**src/rtl/bpu_btb_pkg.sv**
```systemverilog
// Shared encodings for the branch target buffer, its return stack and the invalidate sweep.
package bpu_btb_pkg;

    typedef enum logic [1:0] {
        BP_BRANCH = 2'd0,
        BP_JAL    = 2'd1,
        BP_CALL   = 2'd2,
        BP_RET    = 2'd3
    } bp_type_e;

    localparam logic [1:0] CTR_WNT = 2'b01;
    localparam logic [1:0] CTR_WT  = 2'b10;

    typedef enum logic {
        ST_IDLE  = 1'b0,
        ST_SWEEP = 1'b1
    } sweep_state_e;

endpackage

```
**src/rtl/bpu_ras.sv**
```systemverilog
// Commit-time return address stack: circular buffer, oldest entry overwritten when full.
module bpu_ras
    import bpu_btb_pkg::*;
#(
    parameter int ADDR_W    = 32,
    parameter int RAS_DEPTH = 4
) (
    input  logic              clk,
    input  logic              rst,
    input  logic              clear,
    input  logic              push,
    input  logic              pop,
    input  logic [ADDR_W-1:0] push_data,
    output logic [ADDR_W-1:0] top,
    output logic              empty
);

    localparam int PW = $clog2(RAS_DEPTH);
    localparam logic [PW-1:0] PTR_ONE  = 1;
    localparam logic [PW:0]   CNT_ONE  = 1;
    localparam logic [PW:0]   CNT_FULL = (PW+1)'(RAS_DEPTH);

    logic [ADDR_W-1:0] stack [RAS_DEPTH];
    logic [PW-1:0]     ptr;
    logic [PW:0]       count;

    // ptr names the next free slot; it wraps naturally at RAS_DEPTH
    always_ff @(posedge clk or negedge rst) begin
        if (!rst) begin
            ptr   <= '0;
            count <= '0;
        end else if (clear) begin
            ptr   <= '0;
            count <= '0;
        end else if (push) begin
            ptr <= ptr + PTR_ONE;
            if (count != CNT_FULL)
                count <= count + CNT_ONE;
        end else if (pop && count != '0) begin
            ptr   <= ptr - PTR_ONE;
            count <= count - CNT_ONE;
        end
    end

    always_ff @(posedge clk) begin
        if (push && !clear)
            stack[ptr] <= push_data;
    end

    assign top   = stack[ptr - PTR_ONE];
    assign empty = (count == '0);

endmodule

```
**src/rtl/bpu_btb.sv**
```systemverilog
// Direct-mapped BTB with 2-bit counters, commit-time RAS and a sequential invalidate sweep.
module bpu_btb
    import bpu_btb_pkg::*;
#(
    parameter int ADDR_W    = 32,
    parameter int ENTRIES   = 16,
    parameter int TAG_W     = 8,
    parameter int RAS_DEPTH = 4
) (
    input  logic              clk,
    input  logic              rst,
    input  logic [ADDR_W-1:0] pred_pc_i,
    output logic              pred_hit_o,
    output logic              pred_taken_o,
    output logic [ADDR_W-1:0] pred_target_o,
    input  logic              upd_valid_i,
    input  logic [ADDR_W-1:0] upd_pc_i,
    input  logic              upd_taken_i,
    input  logic [ADDR_W-1:0] upd_target_i,
    input  logic [1:0]        upd_type_i,
    input  logic              flush_i,
    output logic              busy_o
);

    localparam int IDX_W = $clog2(ENTRIES);
    localparam logic [IDX_W-1:0] IDX_ONE  = 1;
    localparam logic [IDX_W-1:0] IDX_LAST = IDX_W'(ENTRIES - 1);

    function automatic logic [1:0] ctr_sat_inc(input logic [1:0] c);
        return (c == 2'b11) ? c : c + 2'b01;
    endfunction

    function automatic logic [1:0] ctr_sat_dec(input logic [1:0] c);
        return (c == 2'b00) ? c : c - 2'b01;
    endfunction

    logic              ent_valid [ENTRIES];
    logic [1:0]        ent_ctr   [ENTRIES];
    logic [TAG_W-1:0]  ent_tag   [ENTRIES];
    logic [1:0]        ent_type  [ENTRIES];
    logic [ADDR_W-1:0] ent_tgt   [ENTRIES];

    sweep_state_e     state;
    logic [IDX_W-1:0] sweep_idx;

    logic [IDX_W-1:0]  p_idx, u_idx;
    logic [TAG_W-1:0]  p_tag, u_tag;
    logic              upd_en, u_hit, u_alloc, upd_write;
    logic [ADDR_W-1:0] ras_top;
    logic              ras_empty;
    logic              unused_pc_bits;

    assign unused_pc_bits = ^{pred_pc_i, upd_pc_i};

    assign p_idx = pred_pc_i[IDX_W+1:2];
    assign p_tag = pred_pc_i[TAG_W+IDX_W+1:IDX_W+2];
    assign u_idx = upd_pc_i[IDX_W+1:2];
    assign u_tag = upd_pc_i[TAG_W+IDX_W+1:IDX_W+2];

    // Lookup reads the table as it stands before this cycle's update lands
    assign pred_hit_o    = (state == ST_IDLE) && ent_valid[p_idx] && (ent_tag[p_idx] == p_tag);
    assign pred_taken_o  = pred_hit_o && ((ent_type[p_idx] != BP_BRANCH) || ent_ctr[p_idx][1]);
    assign pred_target_o = !pred_hit_o ? '0 :
                           ((ent_type[p_idx] == BP_RET) && !ras_empty) ? ras_top : ent_tgt[p_idx];
    assign busy_o        = (state == ST_SWEEP);

    assign upd_en    = upd_valid_i && (state == ST_IDLE);
    assign u_hit     = ent_valid[u_idx] && (ent_tag[u_idx] == u_tag);
    assign u_alloc   = !u_hit && (upd_taken_i || (upd_type_i != BP_BRANCH));
    assign upd_write = upd_en && (u_hit || u_alloc);

    always_ff @(posedge clk or negedge rst) begin
        if (!rst) begin
            state     <= ST_IDLE;
            sweep_idx <= '0;
            for (int i = 0; i < ENTRIES; i++) begin
                ent_valid[i] <= 1'b0;
                ent_ctr[i]   <= CTR_WNT;
            end
        end else begin
            if (state == ST_SWEEP) begin
                ent_valid[sweep_idx] <= 1'b0;
            end else if (upd_write) begin
                ent_valid[u_idx] <= 1'b1;
                ent_ctr[u_idx]   <= !u_hit ? CTR_WT :
                                    upd_taken_i ? ctr_sat_inc(ent_ctr[u_idx]) : ctr_sat_dec(ent_ctr[u_idx]);
            end
            if (flush_i) begin
                state     <= ST_SWEEP;
                sweep_idx <= '0;
            end else if (state == ST_SWEEP) begin
                sweep_idx <= sweep_idx + IDX_ONE;
                if (sweep_idx == IDX_LAST)
                    state <= ST_IDLE;
            end
        end
    end

    always_ff @(posedge clk) begin
        if (upd_write) begin
            ent_tag[u_idx]  <= u_tag;
            ent_type[u_idx] <= upd_type_i;
            ent_tgt[u_idx]  <= upd_target_i;
        end
    end

    bpu_ras #(
        .ADDR_W    (ADDR_W),
        .RAS_DEPTH (RAS_DEPTH)
    ) u_ras (
        .clk       (clk),
        .rst       (rst),
        .clear     (flush_i),
        .push      (upd_en && (upd_type_i == BP_CALL)),
        .pop       (upd_en && (upd_type_i == BP_RET)),
        .push_data (upd_pc_i + ADDR_W'(4)),
        .top       (ras_top),
        .empty     (ras_empty)
    );

endmodule
```
**config.mk**
```make
export PLATFORM = sky130hd
export DESIGN_NAME = bpu_btb
export DESIGN_NICKNAME = d
export VERILOG_FILES = /design/src/rtl/bpu_btb_pkg.sv /design/src/rtl/bpu_ras.sv /design/src/rtl/bpu_btb.sv
export SDC_FILE = /design/constraint.sdc
export NUM_CORES = 1
export LEC_CHECK = 0
export BUFFER_PORTS_ARGS = -buffer_cell sky130_fd_sc_hd__buf_2
export CAP_MARGIN = 20
export CORE_ASPECT_RATIO = 0.7
export CORE_UTILIZATION = 56
export CTS_CLUSTER_DIAMETER = 200
export DETAILED_ROUTE_END_ITERATION = 12
export GPL_TIMING_DRIVEN = 1
export PLACE_DENSITY = 0.76
export SLEW_MARGIN = 10
export SYNTH_ARGS = -nofsm -noshare
export SYNTH_HDL_FRONTEND = slang
export SYNTH_SLANG_ARGS = --single-unit
```
**constraint.sdc**
```tcl
create_clock -name clk -period 4 [get_ports clk]
set_clock_uncertainty 0.05 [all_clocks]
set_input_delay 0.2 -clock clk [delete_from_list [all_inputs] [get_ports clk]]
set_output_delay 0.2 -clock clk [all_outputs]
set_load 0.01 [all_outputs]
```
==> results.md <==
- Placed cell area: roughly 38,000 um2
- Most area-hungry cell type in the Yosys netlist: edfxtp_1
- WHS: 0.103 ns
- TritonCTS buffer count: a little under 80
- CTS root buf: clkbuf_16
- Max VDD drop: approximately 440 uV
- Leak pwr: around 0.014 uW
- Main synth FF type: edfxtp_1
- Ys async rst share: 0.0676
- Sw power: roughly 3800 uW
- Remaining antenna violation count: 0
- WS Path Type: register to primary output
- Tightest Pin Transition: 1.09 ns
- Max-cap violations: 0
- Synth top area share: 0.669
- Post-synthesis cell area: 35,900 um2
- Final Critical Period: approximately 3.8 ns
- Compound-Gate Fraction of Synth Area: 0.0263
- Detail Placement HPWL: around 50,000 um
- Worst-path clk slew: 0.06 ns
- Adder-Cell Fraction of Synth Area: 0.00502
- RSZ-0062 raised after global routing: no
- CP startpoint kind: register
- CTS H-tree depth: 3
- Simple-Gate Fraction of Synth Area: 0.0277
- CTS sink count: between 800 and 900
- Pins Over Slew Limit: 0
- Initial DRC count: between 2,000 and 2,500
- Clock Path Buffers: 3
- Setup Fix Bufs, Post-CTS: 0
- Arr. time, crit path: 3.56 ns
- Switching Share: 0.210
- Power Density: roughly 440 nW/um2
- Post-Syn Area per Cell: around 20 um2
- Hold Crit Class: primary input to register
- Via count: 19,200
- Share of cells above drive strength 1: 0.313
- Clock Power Share: 0.406
- Main combinational cell family by area after synthesis: multiplexers
- DR vias/cell: 6.66
- Combinational fraction of design power: 0.055
- Routed WL per cell: 30.3 um
- # rows: 77
- Max_slew headroom: 0.270
- Vert. Die Dim: about 210 um
- First-pass DRT Iterations: 6
- IO buf count: about 120
- Post-Synthesis Cells: approximately 1,800
- P_int: between 10,000 and 15,000 uW
- Grt ovf: 0
- Hold Fails Final Rpt: 0
- Clock Latency Late Sink: around 0.63 ns
- Max Clk Rate: roughly 0.26 GHz
- Status: finished clean
- Core area: ~63,000 um2
- Fillers: 4,052
- Sequential fraction of the synthesis area: 0.710
- # setup viols final: 0
- Net count, final: between 2,000 and 2,500
- Die area: between 60,000 and 70,000 um2
- GPL Wtd Cong: 0.848
- Synth Area in XOR/XNOR: 0.0117
- Critical Path Fanout Max: 22
- Overall Global Routing Usage: 0.273
- Count leader, synth: edfxtp_1
- CTS tree: done
- Final Cycle Share: 0.952
- Initial antenna violation count: 4
- DR DRC count: 0
- Io pins: about 140
- Syn nets: about 1,900
- Yosys warnings: 0
- Worst path required time: 3.75 ns
- Synthesized flop and latch total: about 860
- Die Wd: just over 300 um
- Post-Route WL: between 80,000 and 90,000 um
- Post-synth EDFFs: 800
- Starting Density: 0.568
- Largest net degree at the start of global routing: 59
- Distinct cells, synth: between 50 and 60
- Sequential group share of total power: 0.538
- Worst Setup End Kind: primary output
- Largest cells by area after synthesis: edfxtp_1 67%, mux4_2 17%, dfrtp_1 2.9%
- Design Area, Final: around 41,000 um2
- Most frequent cells after synthesis: 800 x edfxtp_1, 278 x mux4_2, 106 x nor2_1
- Global-route wire length before repair: roughly 130,000 um
- Area grow syn2layout: 14.5%
- Number of global-route vias before repair: 19,600
- Post-synthesis mux area share: 0.202
## cells by family (layout without fill, tap and decap cells)
kind of cell	after synthesis	after routing
adders and majority gates	14	14
xor gates and xnor gates	48	48
AOI/OAI and AO/OA	138	138
other	0	1
buffers and inverters	123	409
and+or+nand+nor	216	216
muxes	364	364
DFF	858	858
## critical path, stage by stage (launching register included)
cell and delay [ns]:
edfxtp_1 0.43, mux4_2 0.49, mux4_2 0.55, xor2_1 0.17, nor4_1 0.28, nand3_2 0.09
buf_4 0.27, buf_4 0.27, nor2_2 0.19, buf_2 0.17
## placed cells by master (no fill, tap or decap), drive strengths merged, types with 5 or more instances in the layout
master and count:
clkbuf 101, mux4 286, edfxtp 800, dlygate4sd3 62, o21ai 51, xnor2 25
a31oi 17, buf 194, bufinv 7, and3 5, inv 17, xor2 23
nand3 20, nor3 7, clkinv 27, dfrtp 42, dfstp 16, a211oi 5
a22oi 13, a311oi 17, a21oi 7, nor2 106, nand4 8, ha 12
nor4 6, nand2 39, mux2i 78, and2 9, a31o 16
## path summary, 6_finish.rpt
| kind | startpoint | to | slack (ns) | depth (start not counted) |
|---|---|---|---|---|
| max | ent_tag[8][0] | pred_taken_o | 0.19 | 9 |
| min | upd_pc_i[17] | u_ras.stack[1][19] | 0.10 | 4 |
| max reg2reg | ent_valid[8] | ent_tgt[11][4] | 0.29 | 9 |
| min reg2reg | ent_valid[0] | ent_valid[0] | 0.50 | 2 |
| max in group asynchronous | rst | u_ras.ptr[0] | 3.07 | 3 |
| min in group asynchronous | rst | sweep_idx[2] | 0.26 | 3 |
## repair_timing
action	CTS	global route
endpoints found under the hold margin	784	0
setup endpoints to repair	0	1
gates resized for setup	0	1
hold buffers	62	0
## metrics by stage
step / worst slack, ns / total power [uW] / utilization / std cells / TNS, ns
floorplan: -0.364 / 10600 / - / 1761 / -242.44
global placement: 0.242 / 10900 / 0.600 / 2673 / 0
detailed placement: 0.180 / 11000 / 0.600 / 2673 / 0
CTS: 0.0525 / 18400 / 0.649 / 2876 / 0
global route: 0.0514 / 18800 / 0.650 / 2876 / 0
finish: 0.190 / 18300 / 0.650 / 2877 / 0
## sequential cells by signal, summed over array words and instances (netlist names)
name,count
busy_o,1
ent_ctr,32
ent_tag,128
u_ras.stack,128
u_ras.count,3
sweep_idx,4
ent_type,32
ent_valid,16
ent_tgt,512
u_ras.ptr,2
## power groups by stage
stage	Clock [uW]	Combinational [uW]	Sequential, uW
CTS	7530	1010	9830
global route	7870	1080	9830
finish	7430	1010	9840
floorplan	0	607	10000
global placement	0	918	10000
detailed placement	0	952	10000
## layer usage
metal  vias up  global-route usage  wire length, um
met3       190              0.0595             9700
met4         6              0.0739             2250
li1       7807                   -                -
met2      1144               0.422            41300
met5         -                   0               36
met1     10000               0.401            33900
## final cells by class
cell class | count | area (um2) | share of cell area
repair buffers | 256 | 2080 | 0.0505
flip-flops and latches | 858 | 25500 | 0.620
multi-input cells | 780 | 9940 | 0.242
clock inverters | 40 | 423 | 0.0103
inverters | 12 | 45.0 | 0.00110
clock buffers | 101 | 2090 | 0.0509
well taps | 829 | 1040 | 0.0252
diodes | 1 | 2.50 | 0.0000609
Power figures use the tool's default switching activity.
